--- config.mk ---
export PLATFORM = sky130hd
export DESIGN_NAME = cache_pmem_arbiter
export DESIGN_NICKNAME = d
export VERILOG_FILES = /design/src/rtl/cache_pmem_arbiter.sv
export SDC_FILE = /design/constraint.sdc
export NUM_CORES = 1
export LEC_CHECK = 0
export BUFFER_PORTS_ARGS = -buffer_cell sky130_fd_sc_hd__buf_2
export CAP_MARGIN = 20
export CORE_AREA = 5 5 614 616
export CTS_CLUSTER_SIZE = 28
export DETAILED_ROUTE_END_ITERATION = 10
export DIE_AREA = 0 0 619 621
export GPL_ROUTABILITY_DRIVEN = 0
export GPL_TIMING_DRIVEN = 0
export MAX_ROUTING_LAYER = met4
export PLACE_DENSITY = 0.3
export SLEW_MARGIN = 5
export SYNTH_ARGS = -nofsm -noshare
export SYNTH_HDL_FRONTEND = slang
export SYNTH_SLANG_ARGS = --single-unit
--- constraint.sdc ---
create_clock -name clk -period 1.8 [get_ports clk]
set_input_delay 0.36 -clock clk [delete_from_list [all_inputs] [get_ports clk]]
set_output_delay 0.36 -clock clk [all_outputs]
set_load 0.02 [all_outputs]
--- src/rtl/cache_pmem_arbiter.sv ---
// cache_pmem_arbiter
// Shares the single physical-memory port between the instruction cache and
// the data cache. One transaction is in flight at a time; the owning cache
// drives memory combinationally and alone sees the completion strobe. On a
// simultaneous request the port that did not finish last wins, so two
// continuously requesting caches alternate. Every transaction is followed by
// one IDLE cycle so requesters can drop their strobes before re-arbitration.

module cache_pmem_arbiter #(
  parameter int ADDR_WIDTH = 16,
  parameter int LINE_WIDTH = 256
) (
  input  logic                  clk,
  input  logic                  rst,

  // instruction cache side
  input  logic                  i_read,
  input  logic                  i_write,
  input  logic [ADDR_WIDTH-1:0] i_address,
  input  logic [LINE_WIDTH-1:0] i_wdata,
  output logic                  i_resp,
  output logic [LINE_WIDTH-1:0] i_rdata,

  // data cache side
  input  logic                  d_read,
  input  logic                  d_write,
  input  logic [ADDR_WIDTH-1:0] d_address,
  input  logic [LINE_WIDTH-1:0] d_wdata,
  output logic                  d_resp,
  output logic [LINE_WIDTH-1:0] d_rdata,

  // physical memory side
  input  logic                  pmem_resp,
  input  logic [LINE_WIDTH-1:0] pmem_rdata,
  output logic                  pmem_read,
  output logic                  pmem_write,
  output logic [ADDR_WIDTH-1:0] pmem_address,
  output logic [LINE_WIDTH-1:0] pmem_wdata
);

  typedef enum logic [1:0] {
    IDLE    = 2'd0,
    SERVE_I = 2'd1,
    SERVE_D = 2'd2
  } state_e;

  // Encoding of the last_served register.
  localparam logic LAST_I = 1'b0;
  localparam logic LAST_D = 1'b1;

  state_e state_q;
  state_e state_d;
  logic   last_served_q;
  logic   last_served_d;

  logic   i_req;
  logic   d_req;

  // A cache is requesting when it raises either strobe.
  always_comb begin
    i_req = i_read | i_write;
    d_req = d_read | d_write;
  end

  // Read data is broadcast; each cache qualifies it with its own resp.
  always_comb begin
    i_rdata = pmem_rdata;
    d_rdata = pmem_rdata;
  end

  // State and fairness registers; reset hands the first tie to the icache.
  always_ff @(posedge clk) begin
    if (rst) begin
      state_q       <= IDLE;
      last_served_q <= LAST_D;
    end else begin
      state_q       <= state_d;
      last_served_q <= last_served_d;
    end
  end

  // Arbitration, completion tracking and memory-port steering.
  always_comb begin
    state_d       = state_q;
    last_served_d = last_served_q;
    pmem_read     = 1'b0;
    pmem_write    = 1'b0;
    pmem_address  = {ADDR_WIDTH{1'b0}};
    pmem_wdata    = {LINE_WIDTH{1'b0}};
    i_resp        = 1'b0;
    d_resp        = 1'b0;

    case (state_q)
      IDLE: begin
        // A pmem_resp seen here is stray (e.g. left over from a reset in
        // the middle of a transaction) and is deliberately dropped.
        if (i_req && d_req) begin
          if (last_served_q == LAST_D) begin
            state_d = SERVE_I;
          end else begin
            state_d = SERVE_D;
          end
        end else if (i_req) begin
          state_d = SERVE_I;
        end else if (d_req) begin
          state_d = SERVE_D;
        end else begin
          state_d = IDLE;
        end
      end

      SERVE_I: begin
        // Write has priority if the cache raises both strobes.
        pmem_write   = i_write;
        pmem_read    = i_read & ~i_write;
        pmem_address = i_address;
        pmem_wdata   = i_wdata;
        i_resp       = pmem_resp;
        // Stay here until memory answers, even if the icache drops its
        // request: the access has already been launched.
        if (pmem_resp) begin
          last_served_d = LAST_I;
          state_d       = IDLE;
        end else begin
          state_d       = SERVE_I;
        end
      end

      SERVE_D: begin
        pmem_write   = d_write;
        pmem_read    = d_read & ~d_write;
        pmem_address = d_address;
        pmem_wdata   = d_wdata;
        d_resp       = pmem_resp;
        if (pmem_resp) begin
          last_served_d = LAST_D;
          state_d       = IDLE;
        end else begin
          state_d       = SERVE_D;
        end
      end

      default: begin
        state_d       = IDLE;
        last_served_d = last_served_q;
      end
    endcase
  end

endmodule

==> flow_metrics.env <==
export IMPL_first_global_vias=14883
export IMPL_drv_cap=0
export IMPL_crit_top_cell="buf_16"
export IMPL_hp_class="input pin to register"
export IMPL_hold_depth=2
export IMPL_setup_viol=276
export IMPL_fmax_mhz=393
export IMPL_finalCriticalPeriod_ns=2.55
export IMPL_syn_area_um2=8330
export IMPL_clk_pin_slew_worst_paths_ns=0.03
export IMPL_pre_cts_slack_ns=-1.56
export IMPL_die_w_um=619
export IMPL_wl_per_cell_um=38.4
export IMPL_syn2layout_area_growth_pct=248
export IMPL_status="complete, but fails checks"
export IMPL_root_buffer="clkbuf_16"
export IMPL_end_kind="output port"
export IMPL_syn_area_per_cell_um2=7.07
export IMPL_holdBufCountCts=0
export IMPL_netlist_area_leader_share_pct=47.2
export IMPL_layout_drive_gt1_share_pct=96.1
export IMPL_initial_core_util_pct=2.25
export IMPL_overflow=0
export IMPL_final_hold_violation_count=0
export IMPL_cp_start_kind="register"
export IMPL_portBuffers=1338
export IMPL_nets=3449
export IMPL_required_ns=1.44
export IMPL_period_share_pct=142
export IMPL_whs_endpoint="state_q[1]$_SDFF_PP0_"
export IMPL_worstMarginPinSlew_ns=0.784
export IMPL_path_buf_inv=5
export IMPL_clock_sinks=3
export IMPL_rr_worst_depth=9
export IMPL_route_detailed_drc=0
export IMPL_clock_latency_ns=0.23
export IMPL_yosysWarnings=0
export IMPL_drt_total_wl_um=299000
export IMPL_dp_hpwl_um=283000
export IMPL_cp_max_fo=6
export IMPL_min_from="rst"
export IMPL_synth_seq_area_share_pct=0.721
export IMPL_antenna_found_initial=381
export IMPL_drtIter0Drc=1047
export IMPL_fin_skew_ns=0.00381
export IMPL_violations="setup timing"
export IMPL_cts_buffer_depth=2
export IMPL_fp_row_count=224
export IMPL_crit_chain="inv_4, ha_4, buf_12, buf_16, buf_16, a22oi_2, nor2b_2, buf_6"
export IMPL_chipHeight_um=621
export IMPL_synthTopCellsByArea="buf_4, a22oi_1, nor2b_1, buf_2, dfxtp_1"
export IMPL_grt_pass1_wl_um=330000
export IMPL_antenna_left=0
export IMPL_leakage_nw=11.4
export IMPL_timing_final_max_slew_violations=0
export IMPL_slowest_delay_ns=0.60
export IMPL_synth_fp_nets=1988
export IMPL_dr_total_vias=16203
export IMPL_ys_ff_latch=3
export IMPL_worstSetupPathType="register to output port"
export IMPL_grt_max_degree=11
export IMPL_synth_cells=1177
export IMPL_synth_top_cell_by_area="buf_4"
export IMPL_cts_tree="done"
export IMPL_rsz0062_at_grt="true"
export IMPL_reg2reg_slack_ns=0.10
export IMPL_crit_slowest_cell="a22oi_2"
export IMPL_dieArea_um2=384000
export IMPL_layout_setup_ws_ns=-0.747
export IMPL_cts_made_buffers=3
export IMPL_ys_types=21
export IMPL_grt_usage_pct=15.2
export IMPL_viasPerCell=2.08
export IMPL_powerDensity_nw_per_um2=673
export IMPL_h_tree_depth=1
export IMPL_slew_headroom_pct=47.7
export IMPL_place_area_um2=21600
export IMPL_cpLargestDelayFamily="buffers and inverters"
export IMPL_worstPathArrival_ns=2.19
export IMPL_fin_area_um2=29000
export IMPL_ios=1595
export IMPL_rr_startpoint="state_q[1]$_SDFF_PP0_"
export IMPL_dr_pass1_iters=5
export IMPL_coreArea_um2=371000
export IMPL_irDropWorstVdd_mv=0.261
export IMPL_r2r_end="last_served_q$_SDFFE_PP1P_"
## worst reg2reg max path: stages (launching register included)
cell,delay (ns)
dfxtp_4,0.37
inv_4,0.05
buf_12,0.11
ha_4,0.27
buf_12,0.15
buf_12,0.12
buf_4,0.11
clkbuf_16,0.12
a31oi_1,0.07
or2_1,0.20
## cell usage in the layout, fill, tap and decap left out, types with 3 or more instances in the layout
| cell type | n |
|---|---|
| buf_6 | 231 |
| buf_4 | 580 |
| nor2b_4 | 107 |
| clkbuf_16 | 15 |
| ha_4 | 3 |
| nor2b_2 | 121 |
| buf_12 | 107 |
| buf_8 | 44 |
| buf_16 | 18 |
| nor2b_1 | 45 |
| a22oi_1 | 40 |
| buf_2 | 1066 |
| a22oi_2 | 233 |
| diode_2 | 189 |
## timing repair
item	in CTS	in global routing
endpoints found under the setup margin	277	276
pin swaps	118	67
gates resized for setup	1077	421
setup buffers	80	45
cloned	19	9
## synthesized netlist by cell type
master / count
nand2b_1: 2
nand3b_1: 1
nor2_1: 1
o221ai_1: 1
a31oi_1: 1
inv_1: 3
and2_1: 3
o21ai_0: 1
buf_4: 524
ha_1: 4
buf_2: 59
clkbuf_1: 16
a21oi_1: 1
dfxtp_1: 3
o22ai_1: 1
buf_6: 5
nand2_1: 2
a22oi_1: 273
or2_1: 1
nor2b_1: 273
a211oi_1: 2
## through the flow
step                      cells  TNS, ns  hold slack (ns)  util, %  power, mW
after floorplan            1177        0            0.438        -       5.88
after global routing       7779  -159.91            0.371     7.81       20.7
after detailed placement   7487  -277.96            0.584     5.82       13.2
after CTS                  7586  -166.60            0.360     7.28       19.0
after global placement     7487  -276.90            0.591     5.82       13.2
final                      7798  -140.02            0.359     7.82       19.5
## registers in the layout, indices dropped and copies added, names as in the netlist
signal	count
last_served_q	1
state_q	2
## logic make-up after synthesis
logic type               count (synthesis)  synth area share [%]
AND/OR/NAND/NOR                        283                  21.2
adder cells (fa/ha/maj)                  4                 0.601
AO/OA/AOI/OAI                          280                  25.2
flip-flops                               3                 0.721
buffers and inverters                  607                  52.3
## final cells by class
| cell class | count | area (um^2) |
|---|---|---|
| flip-flops and latches | 3 | 67.6 |
| diodes | 189 | 473 |
| multi-input cells | 567 | 6240 |
| inverters | 3 | 16.3 |
| repair buffers | 1470 | 10700 |
| clock buffers | 4 | 78.8 |
| well taps | 4972 | 6220 |
| plain buffers | 590 | 5170 |
| fillers | 43661 | 342000 |
## report_power, final
group	switching, mW	internal, mW	total (mW)
clock	0.0595	0.292	0.352
sequential	0.0213	0.0869	0.108
combinational	10.4	8.61	19.0
total	10.5	8.99	19.5
## per-layer routing
layer | GRT usage [%] | vias up | share of wire, %
met4 | 0.603 | 0 | 1.5
met1 | 15.9 | 7390 | 37
met5 | - | - | 0
met3 | 10.7 | 480 | 16
met2 | 24.5 | 1632 | 45
li1 | - | 6701 | -
## how the worst max path moves through the flow
stage | startpoint | cells after the start | endpoint
after floorplan | state_q[0]$_SDFF_PP0_ | 5 | pmem_wdata[214]
after global placement | state_q[0]$_SDFF_PP0_ | 6 | pmem_wdata[125]
after detailed placement | state_q[0]$_SDFF_PP0_ | 6 | pmem_wdata[125]
after CTS | state_q[1]$_SDFF_PP0_ | 8 | pmem_wdata[228]
after global routing | state_q[1]$_SDFF_PP0_ | 8 | pmem_wdata[207]
final | state_q[1]$_SDFF_PP0_ | 8 | pmem_wdata[207]
Note: power is estimated with default switching activity, not from simulation.
